## config.mk

```make
export PLATFORM = sky130hd
export DESIGN_NAME = hazard_ctrl_flat
export DESIGN_NICKNAME = d
export VERILOG_FILES = /design/src/rtl/hazard_ctrl_pkg.sv /design/src/rtl/hazard_ctrl_if.sv /design/src/rtl/hazard_ctrl_cmp.sv /design/src/rtl/hazard_ctrl.sv /design/src/flat_wrapper.sv
export SDC_FILE = /design/constraint.sdc
export NUM_CORES = 1
export LEC_CHECK = 0
export CAP_MARGIN = 15
export CORE_ASPECT_RATIO = 0.75
export CORE_UTILIZATION = 30
export DETAILED_ROUTE_END_ITERATION = 10
export GPL_ROUTABILITY_DRIVEN = 0
export PLACE_DENSITY = 0.61
export SYNTH_ARGS = -nofsm -noshare
export SYNTH_HDL_FRONTEND = slang
export SYNTH_HIERARCHICAL = 1
export SYNTH_SLANG_ARGS = --single-unit
```

## constraint.sdc

```tcl
create_clock -name clk -period 6.5 [get_ports clk]
set_input_delay 0.975 -clock clk [delete_from_list [all_inputs] [get_ports clk]]
set_output_delay 0.975 -clock clk [all_outputs]
set_load 0.01 [all_outputs]
```

## src/rtl/hazard_ctrl_pkg.sv

```systemverilog
// Shared constants and helpers for the hazard controller: register/Tuse
// widths, forwarding select codes, the "operand not read" Tuse value and
// the saturating Tnew decrement used when a producer advances a stage.
package hazard_ctrl_pkg;

    localparam int REG_W = 5;
    localparam int T_W   = 2;

    localparam logic [1:0] FWD_GRF = 2'd0;
    localparam logic [1:0] FWD_M   = 2'd1;
    localparam logic [1:0] FWD_W   = 2'd2;

    localparam logic [T_W-1:0] TUSE_NONE = 2'd3;

    // Producer stages held by the scoreboard, nearest first.
    typedef enum logic [1:0] {
        STG_E = 2'd0,
        STG_M = 2'd1,
        STG_W = 2'd2
    } stage_e;

    // Forward select a consumer uses when the producer sits in stage stg.
    // E never forwards, so it maps to the plain GRF/latched path.
    function automatic logic [1:0] fwd_code(input int stg);
        logic [1:0] code;
        case (stg)
            int'(STG_M): code = FWD_M;
            int'(STG_W): code = FWD_W;
            default:     code = FWD_GRF;
        endcase
        return code;
    endfunction

    // Tnew counts down once per stage and holds at zero.
    function automatic logic [T_W-1:0] sat_dec(input logic [T_W-1:0] x);
        return (x == '0) ? '0 : x - 1'b1;
    endfunction

endpackage

```

## src/rtl/hazard_ctrl_if.sv

```systemverilog
// D-stage hazard interface: the decoder side (master) presents the D
// instruction's operands, Tuse/Tnew and destination; the controller
// (slave) returns stall, forwarding selects and the stall counter.
interface hazard_ctrl_if
    import hazard_ctrl_pkg::*;
#(
    parameter int CNT_W = 32
) ();

    logic [REG_W-1:0] rs_d;
    logic [REG_W-1:0] rt_d;
    logic [T_W-1:0]   tuse_rs_d;
    logic [T_W-1:0]   tuse_rt_d;
    logic [T_W-1:0]   tnew_d;
    logic [REG_W-1:0] dst_d;

    logic             stall;
    logic [1:0]       fwd_rs_d;
    logic [1:0]       fwd_rt_d;
    logic [1:0]       fwd_rs_e;
    logic [1:0]       fwd_rt_e;
    logic [CNT_W-1:0] stall_cnt;

    modport master (
        output rs_d, rt_d, tuse_rs_d, tuse_rt_d, tnew_d, dst_d,
        input  stall, fwd_rs_d, fwd_rt_d, fwd_rs_e, fwd_rt_e, stall_cnt
    );

    modport slave (
        input  rs_d, rt_d, tuse_rs_d, tuse_rt_d, tnew_d, dst_d,
        output stall, fwd_rs_d, fwd_rt_d, fwd_rs_e, fwd_rt_e, stall_cnt
    );

endinterface

```

## src/rtl/hazard_ctrl_cmp.sv

```systemverilog
// hazard_cmp: compares one consumer operand against one producer stage.
// stall_hit: producer writes the register and will not have it in time.
// fwd_hit:   producer writes the register and already holds the result.
// Register 0 never matches. FWD_EN=0 marks a stage that cannot forward.
module hazard_cmp
    import hazard_ctrl_pkg::*;
#(
    parameter bit FWD_EN = 1'b1
) (
    input  logic [REG_W-1:0] reg_idx,
    input  logic [T_W-1:0]   tuse,
    input  logic [REG_W-1:0] dst,
    input  logic [T_W-1:0]   tnew,
    output logic             stall_hit,
    output logic             fwd_hit
);

    logic match;

    assign match     = (reg_idx != '0) && (reg_idx == dst);
    assign stall_hit = match && (tuse < tnew);
    assign fwd_hit   = FWD_EN && match && (tnew == '0);

endmodule

```

## src/rtl/hazard_ctrl.sv

```systemverilog
// hazard_ctrl: stall and forwarding controller for the 5-stage MIPS
// pipeline. Tracks an E/M/W scoreboard of destination register and
// remaining Tnew, stalls D when an operand is needed before its producer
// can supply it, and picks the nearest ready producer for forwarding.
// Optional macro HAZARD_STALL_CNT_EN builds a saturating stall counter;
// without it stall_cnt is tied to 0.
module hazard_ctrl
    import hazard_ctrl_pkg::*;
#(
    parameter int CNT_W = 32
) (
    input  logic       clk,
    input  logic       reset,
    hazard_ctrl_if.slave hif
);

    // Scoreboard state
    logic [REG_W-1:0] dst_e_reg, rs_e_reg, rt_e_reg;
    logic [T_W-1:0]   tnew_e_reg;
    logic [REG_W-1:0] dst_m_reg;
    logic [T_W-1:0]   tnew_m_reg;
    logic [REG_W-1:0] dst_w_reg;

    logic             stall;

    // Per-stage producer view, indexed by stage_e (W has no pending Tnew).
    logic [REG_W-1:0] stg_dst  [3];
    logic [T_W-1:0]   stg_tnew [3];

    assign stg_dst[0]  = dst_e_reg;
    assign stg_dst[1]  = dst_m_reg;
    assign stg_dst[2]  = dst_w_reg;
    assign stg_tnew[0] = tnew_e_reg;
    assign stg_tnew[1] = tnew_m_reg;
    assign stg_tnew[2] = '0;

    // Consumer operands: index 0 = rs, 1 = rt.
    logic [REG_W-1:0] d_reg  [2];
    logic [T_W-1:0]   d_tuse [2];
    logic [REG_W-1:0] e_reg  [2];

    assign d_reg[0]  = hif.rs_d;
    assign d_reg[1]  = hif.rt_d;
    assign d_tuse[0] = hif.tuse_rs_d;
    assign d_tuse[1] = hif.tuse_rt_d;
    assign e_reg[0]  = rs_e_reg;
    assign e_reg[1]  = rt_e_reg;

    logic [1:0][2:0] d_stall_hit, d_fwd_hit;
    logic [1:0][2:1] e_stall_hit, e_fwd_hit;

    for (genvar gi = 0; gi < 2; gi++) begin : g_op
        // D operand against E, M and W; E can stall but never forwards.
        for (genvar gs = 0; gs < 3; gs++) begin : g_d_stg
            hazard_cmp #(.FWD_EN(gs != 0)) u_cmp_d (
                .reg_idx   (d_reg[gi]),
                .tuse      (d_tuse[gi]),
                .dst       (stg_dst[gs]),
                .tnew      (stg_tnew[gs]),
                .stall_hit (d_stall_hit[gi][gs]),
                .fwd_hit   (d_fwd_hit[gi][gs])
            );
        end
        // E operand against M and W. The operand is already past its stall
        // point, so TUSE_NONE keeps these stall hits permanently low.
        for (genvar gs = 1; gs < 3; gs++) begin : g_e_stg
            hazard_cmp #(.FWD_EN(1'b1)) u_cmp_e (
                .reg_idx   (e_reg[gi]),
                .tuse      (TUSE_NONE),
                .dst       (stg_dst[gs]),
                .tnew      (stg_tnew[gs]),
                .stall_hit (e_stall_hit[gi][gs]),
                .fwd_hit   (e_fwd_hit[gi][gs])
            );
        end
    end

    // One stall regardless of how many operand/stage pairs collide.
    assign stall = (|d_stall_hit) | (|e_stall_hit);

    logic [1:0] d_sel [2];
    logic [1:0] e_sel [2];

    // Nearest ready producer wins: scan far to near, later hits override.
    always_comb begin
        for (int op = 0; op < 2; op++) begin
            d_sel[op] = FWD_GRF;
            e_sel[op] = FWD_GRF;
            for (int s = 2; s >= 0; s--) begin
                if (d_fwd_hit[op][s]) d_sel[op] = fwd_code(s);
            end
            for (int s = 2; s >= 1; s--) begin
                if (e_fwd_hit[op][s]) e_sel[op] = fwd_code(s);
            end
        end
    end

    assign hif.stall    = stall;
    assign hif.fwd_rs_d = d_sel[0];
    assign hif.fwd_rt_d = d_sel[1];
    assign hif.fwd_rs_e = e_sel[0];
    assign hif.fwd_rt_e = e_sel[1];

    // Scoreboard advance: D enters E unless stalled (then a bubble),
    // E moves to M with one Tnew step consumed, M moves to W.
    always_ff @(posedge clk or negedge reset) begin
        if (!reset) begin
            dst_e_reg  <= '0;
            tnew_e_reg <= '0;
            rs_e_reg   <= '0;
            rt_e_reg   <= '0;
            dst_m_reg  <= '0;
            tnew_m_reg <= '0;
            dst_w_reg  <= '0;
        end else begin
            if (stall) begin
                dst_e_reg  <= '0;
                tnew_e_reg <= '0;
                rs_e_reg   <= '0;
                rt_e_reg   <= '0;
            end else begin
                dst_e_reg  <= hif.dst_d;
                tnew_e_reg <= hif.tnew_d;
                rs_e_reg   <= hif.rs_d;
                rt_e_reg   <= hif.rt_d;
            end
            dst_m_reg  <= dst_e_reg;
            tnew_m_reg <= sat_dec(tnew_e_reg);
            dst_w_reg  <= dst_m_reg;
        end
    end

`ifdef HAZARD_STALL_CNT_EN
    logic [CNT_W-1:0] stall_cnt_reg;

    // Count stalled cycles, holding at all-ones.
    always_ff @(posedge clk or negedge reset) begin
        if (!reset) begin
            stall_cnt_reg <= '0;
        end else if (stall && !(&stall_cnt_reg)) begin
            stall_cnt_reg <= stall_cnt_reg + 1'b1;
        end
    end

    assign hif.stall_cnt = stall_cnt_reg;
`else
    assign hif.stall_cnt = {CNT_W{1'b0}};
`endif

endmodule

```

## src/flat_wrapper.sv

```systemverilog
// flat-port wrapper written by rule: the top's interface ports become plain ports
module hazard_ctrl_flat import hazard_ctrl_pkg::*;
#(
    parameter int CNT_W = 32
)
  (clk, reset, hif_rs_d, hif_rt_d, hif_tuse_rs_d, hif_tuse_rt_d, hif_tnew_d, hif_dst_d, hif_stall, hif_fwd_rs_d, hif_fwd_rt_d, hif_fwd_rs_e, hif_fwd_rt_e, hif_stall_cnt);
  hazard_ctrl_if #(.CNT_W(CNT_W)) hif_i ();
  input  logic clk;
  input  logic reset;
  input wire logic [$bits(hif_i.rs_d)-1:0] hif_rs_d;
  input wire logic [$bits(hif_i.rt_d)-1:0] hif_rt_d;
  input wire logic [$bits(hif_i.tuse_rs_d)-1:0] hif_tuse_rs_d;
  input wire logic [$bits(hif_i.tuse_rt_d)-1:0] hif_tuse_rt_d;
  input wire logic [$bits(hif_i.tnew_d)-1:0] hif_tnew_d;
  input wire logic [$bits(hif_i.dst_d)-1:0] hif_dst_d;
  output wire logic [$bits(hif_i.stall)-1:0] hif_stall;
  output wire logic [$bits(hif_i.fwd_rs_d)-1:0] hif_fwd_rs_d;
  output wire logic [$bits(hif_i.fwd_rt_d)-1:0] hif_fwd_rt_d;
  output wire logic [$bits(hif_i.fwd_rs_e)-1:0] hif_fwd_rs_e;
  output wire logic [$bits(hif_i.fwd_rt_e)-1:0] hif_fwd_rt_e;
  output wire logic [$bits(hif_i.stall_cnt)-1:0] hif_stall_cnt;
  assign hif_i.rs_d = hif_rs_d;
  assign hif_i.rt_d = hif_rt_d;
  assign hif_i.tuse_rs_d = hif_tuse_rs_d;
  assign hif_i.tuse_rt_d = hif_tuse_rt_d;
  assign hif_i.tnew_d = hif_tnew_d;
  assign hif_i.dst_d = hif_dst_d;
  assign hif_stall = hif_i.stall;
  assign hif_fwd_rs_d = hif_i.fwd_rs_d;
  assign hif_fwd_rt_d = hif_i.fwd_rt_d;
  assign hif_fwd_rs_e = hif_i.fwd_rs_e;
  assign hif_fwd_rt_e = hif_i.fwd_rt_e;
  assign hif_stall_cnt = hif_i.stall_cnt;
  hazard_ctrl #(.CNT_W(CNT_W)) u_core (.clk(clk), .reset(reset), .hif(hif_i));
endmodule
```

==> qor.csv <==
metric,value,unit
Chip Width,107,um
Post-synth top flop,dfrtp_1,
CTS hold repair buffers,0,
Placed Area,2800,um^2
FF-to-FF setup slack,3950,ps
CTS tree,built,
Starting Density,31.2,%
number of clock sinks,29,
P_int,0.523,mW
combinational group share of total power,38.0,%
most frequent cell after synthesis,buf_4,
Sw Share,38.4,%
WL/cell,13.7,um
Yosys warnings,6,
clk_skew,9.36,ps
Routed WL,5700,um
Leak Pwr,1.19,nW
Die Area,8600,um^2
mux contribution to synthesized area,0,%
final setup fails,0,
simple-gate share of the synthesized area,23.7,%
Syn Area/Cell,9.54,um^2
post-CTS setup buffers,0,
crit path kind,in -> out,
hold_sp,u_core/dst_e_reg[2],
register bit total from synthesis,29,
"Non-Filler Cell Area, Final",2920,um^2
Critical Path AT,4260,ps
ANT cells,0,
"Async S/R FF share, synth",100,%
worst reg2reg path endpoint,u_core/rt_e_reg[4],
Final min period,5230,ps
Hold Crit Depth,0,
Power per Cell Area,292,nW/um^2
First-pass DRT Iterations,4,
CTS Buf Count,5,
R2R depth,5,
FF/Latch Area,726,um^2
adder-cell area share of the yosys netlist,5.07,%
DRC,0,
"Reg clk slew, reported paths",60,ps
all-layer global routing usage,14.8,%
Bufs and invs on worst path,2,
crit share post-route,80.5,%
Post-Synth XOR/XNOR Area,14.2,%
top-area cell type share of the netlist area,29.4,%
Reg2Reg Launch Point,u_core/rs_e_reg[1],
Crit-path slowest cell,or4_1,
post-synth cell types,29,
htree depth,2,
"EDFF count, synth",0,
Detail Route Antenna Nets,0,
fillers,837,
Post-CTS Resized,0,
total of max-cap violations,0,
Via density,4.32,
multi-input logic area,1520,um^2
antenna violations before repair,0,
Mapped Area,2470,um^2
clk root buf,clkbuf_8,
RSZ-0062 raised after global routing,false,
share of cells above drive strength 1,9.65,%
vias,1797,
Ports,64,
worst min path class,reg -> reg,
DRT iter0 DRCs,113,
clk buf depth,2,
largest family of logic cells by synthesized area,simple AND/OR/NAND/NOR gates,
FP Rows,28,
area growth from synthesis to layout,18.0,%
first-pass GRT wire length,9230,um
Worst Path Required,5520,ps
GRT overflow,0,
worst-path fanout max,18,
Die H,80.6,um
family with the most delay on the worst path,simple AND/OR/NAND/NOR gates,
sequential area share after synthesis,29.4,%
vias in the first global route,1720,
Max Fclk,191,MHz
Slew @ Worst Pin,895,ps
CP endpoint kind,primary output,
Reg power frac,39.4,%
Crit path largest cell delay,930,ps
max-slew violations,0,
synth top area cells,"dfrtp_1, xnor2_1, buf_4",
clock latency at the later pin of the worst-skew pair,290,ps
Final nets,343,
Rel. slew slack,40.3,%
CP Cell Sequence,clkdlybuf4s50_1 > or4_1 > a21oi_2 > a2111oi_1 > or4_1 > or3_1 > clkdlybuf4s50_1,
Synth area leader,dfrtp_1,
pin count of the biggest net entering global routing,30,
Hold EP,u_core/dst_m_reg[2],
Compound-Gate Fraction of Synth Area,9.63,%
CP Launch Type,input pin,
Port-buffer cells,31,
Worst VDD drop,0.147,mV
Synth top cells by count,"buf_4, xnor2_1, dfrtp_1, inv_1, nor4_1",
Psw,0.327,mW
core area,7920,um^2
dpl hpwl,4410,um
cells after synthesis,259,
status,finished clean,
total negative slack,0,ps
"Hold Violations, Final",0,
clock power share,22.6,%
[routing by layer]
metal	part of all wire (%)	global-route usage, %
met2	44	22.1
met3	8.2	4.30
met1	46	20.3
met4	1.9	4.66
met5	0	0
[power by group through the flow]
stage,registers (mW),clock network (mW),logic [mW]
after floorplan,0.301,0,0.281
after global placement,0.337,0,0.312
after detailed placement,0.338,0,0.320
after CTS,0.335,0.197,0.322
after global routing,0.344,0.205,0.358
final,0.335,0.192,0.323
[layout make-up]
class | instances | share of cell area (%)
multi-input combinational | 213 | 52.0
sequential | 29 | 24.9
timing repair buffer | 32 | 10.9
tap | 105 | 4.51
inverter | 29 | 3.73
clock buffer | 7 | 2.96
clock inverter | 1 | 1.03
[per-stage QoR]
stage / power [mW] / worst slack, ps / utilization, % / hold slack [ps] / std cells
floorplan: 0.582 / 2810 / - / 408 / 313
global placement: 0.649 / 1370 / 35.4 / 425 / 408
detailed placement: 0.659 / 1310 / 35.4 / 424 / 408
CTS: 0.853 / 1300 / 36.8 / 438 / 416
global route: 0.908 / 1160 / 36.8 / 451 / 416
finish: 0.850 / 1270 / 36.8 / 445 / 416
[kinds of logic after synthesis]
logic type	count (synthesis)
AND/OR/NAND/NOR	83
AO/OA/AOI/OAI	22
adder cells (fa/ha/maj)	10
other	4
buffers and inverters	71
XOR/XNOR	40
flip-flops	29
[worst register-to-register path, delay by kind of cell (launching register included)]
| kind | cells | cell delay (ps) |
|---|---|---|
| and+or+nand+nor | 3 | 1740 |
| AOI/OAI and AO/OA | 2 | 240 |
| DFF | 1 | 450 |
[cell usage in the layout (no fill, tap or decap), drive strengths merged]
cell            n
conb           58
xnor2          34
clkdlybuf4s50  31
inv            29
dfrtp          29
nor4           27
nor2           10
nand2b         10
ha             10
or4            10
a21oi          10
a2111oi        10
and2            9
nand4           8
clkbuf          7
xor2            6
nor2b           5
nor3b           2
o2111a          2
bufinv          1
or2             1
or3             1
buf             1
[how the worst max path moves through the flow]
stage                 from   endpoint  cells past startpoint
2_1_floorplan  hif_rt_d[0]  hif_stall                      6
3_3_place_gp   hif_rt_d[1]  hif_stall                      7
3_5_place_dp   hif_rt_d[0]  hif_stall                      7
4_1_cts        hif_rt_d[0]  hif_stall                      7
5_1_grt        hif_rt_d[0]  hif_stall                      7
6_report       hif_rt_d[0]  hif_stall                      7
Power figures use the tool's default switching activity.
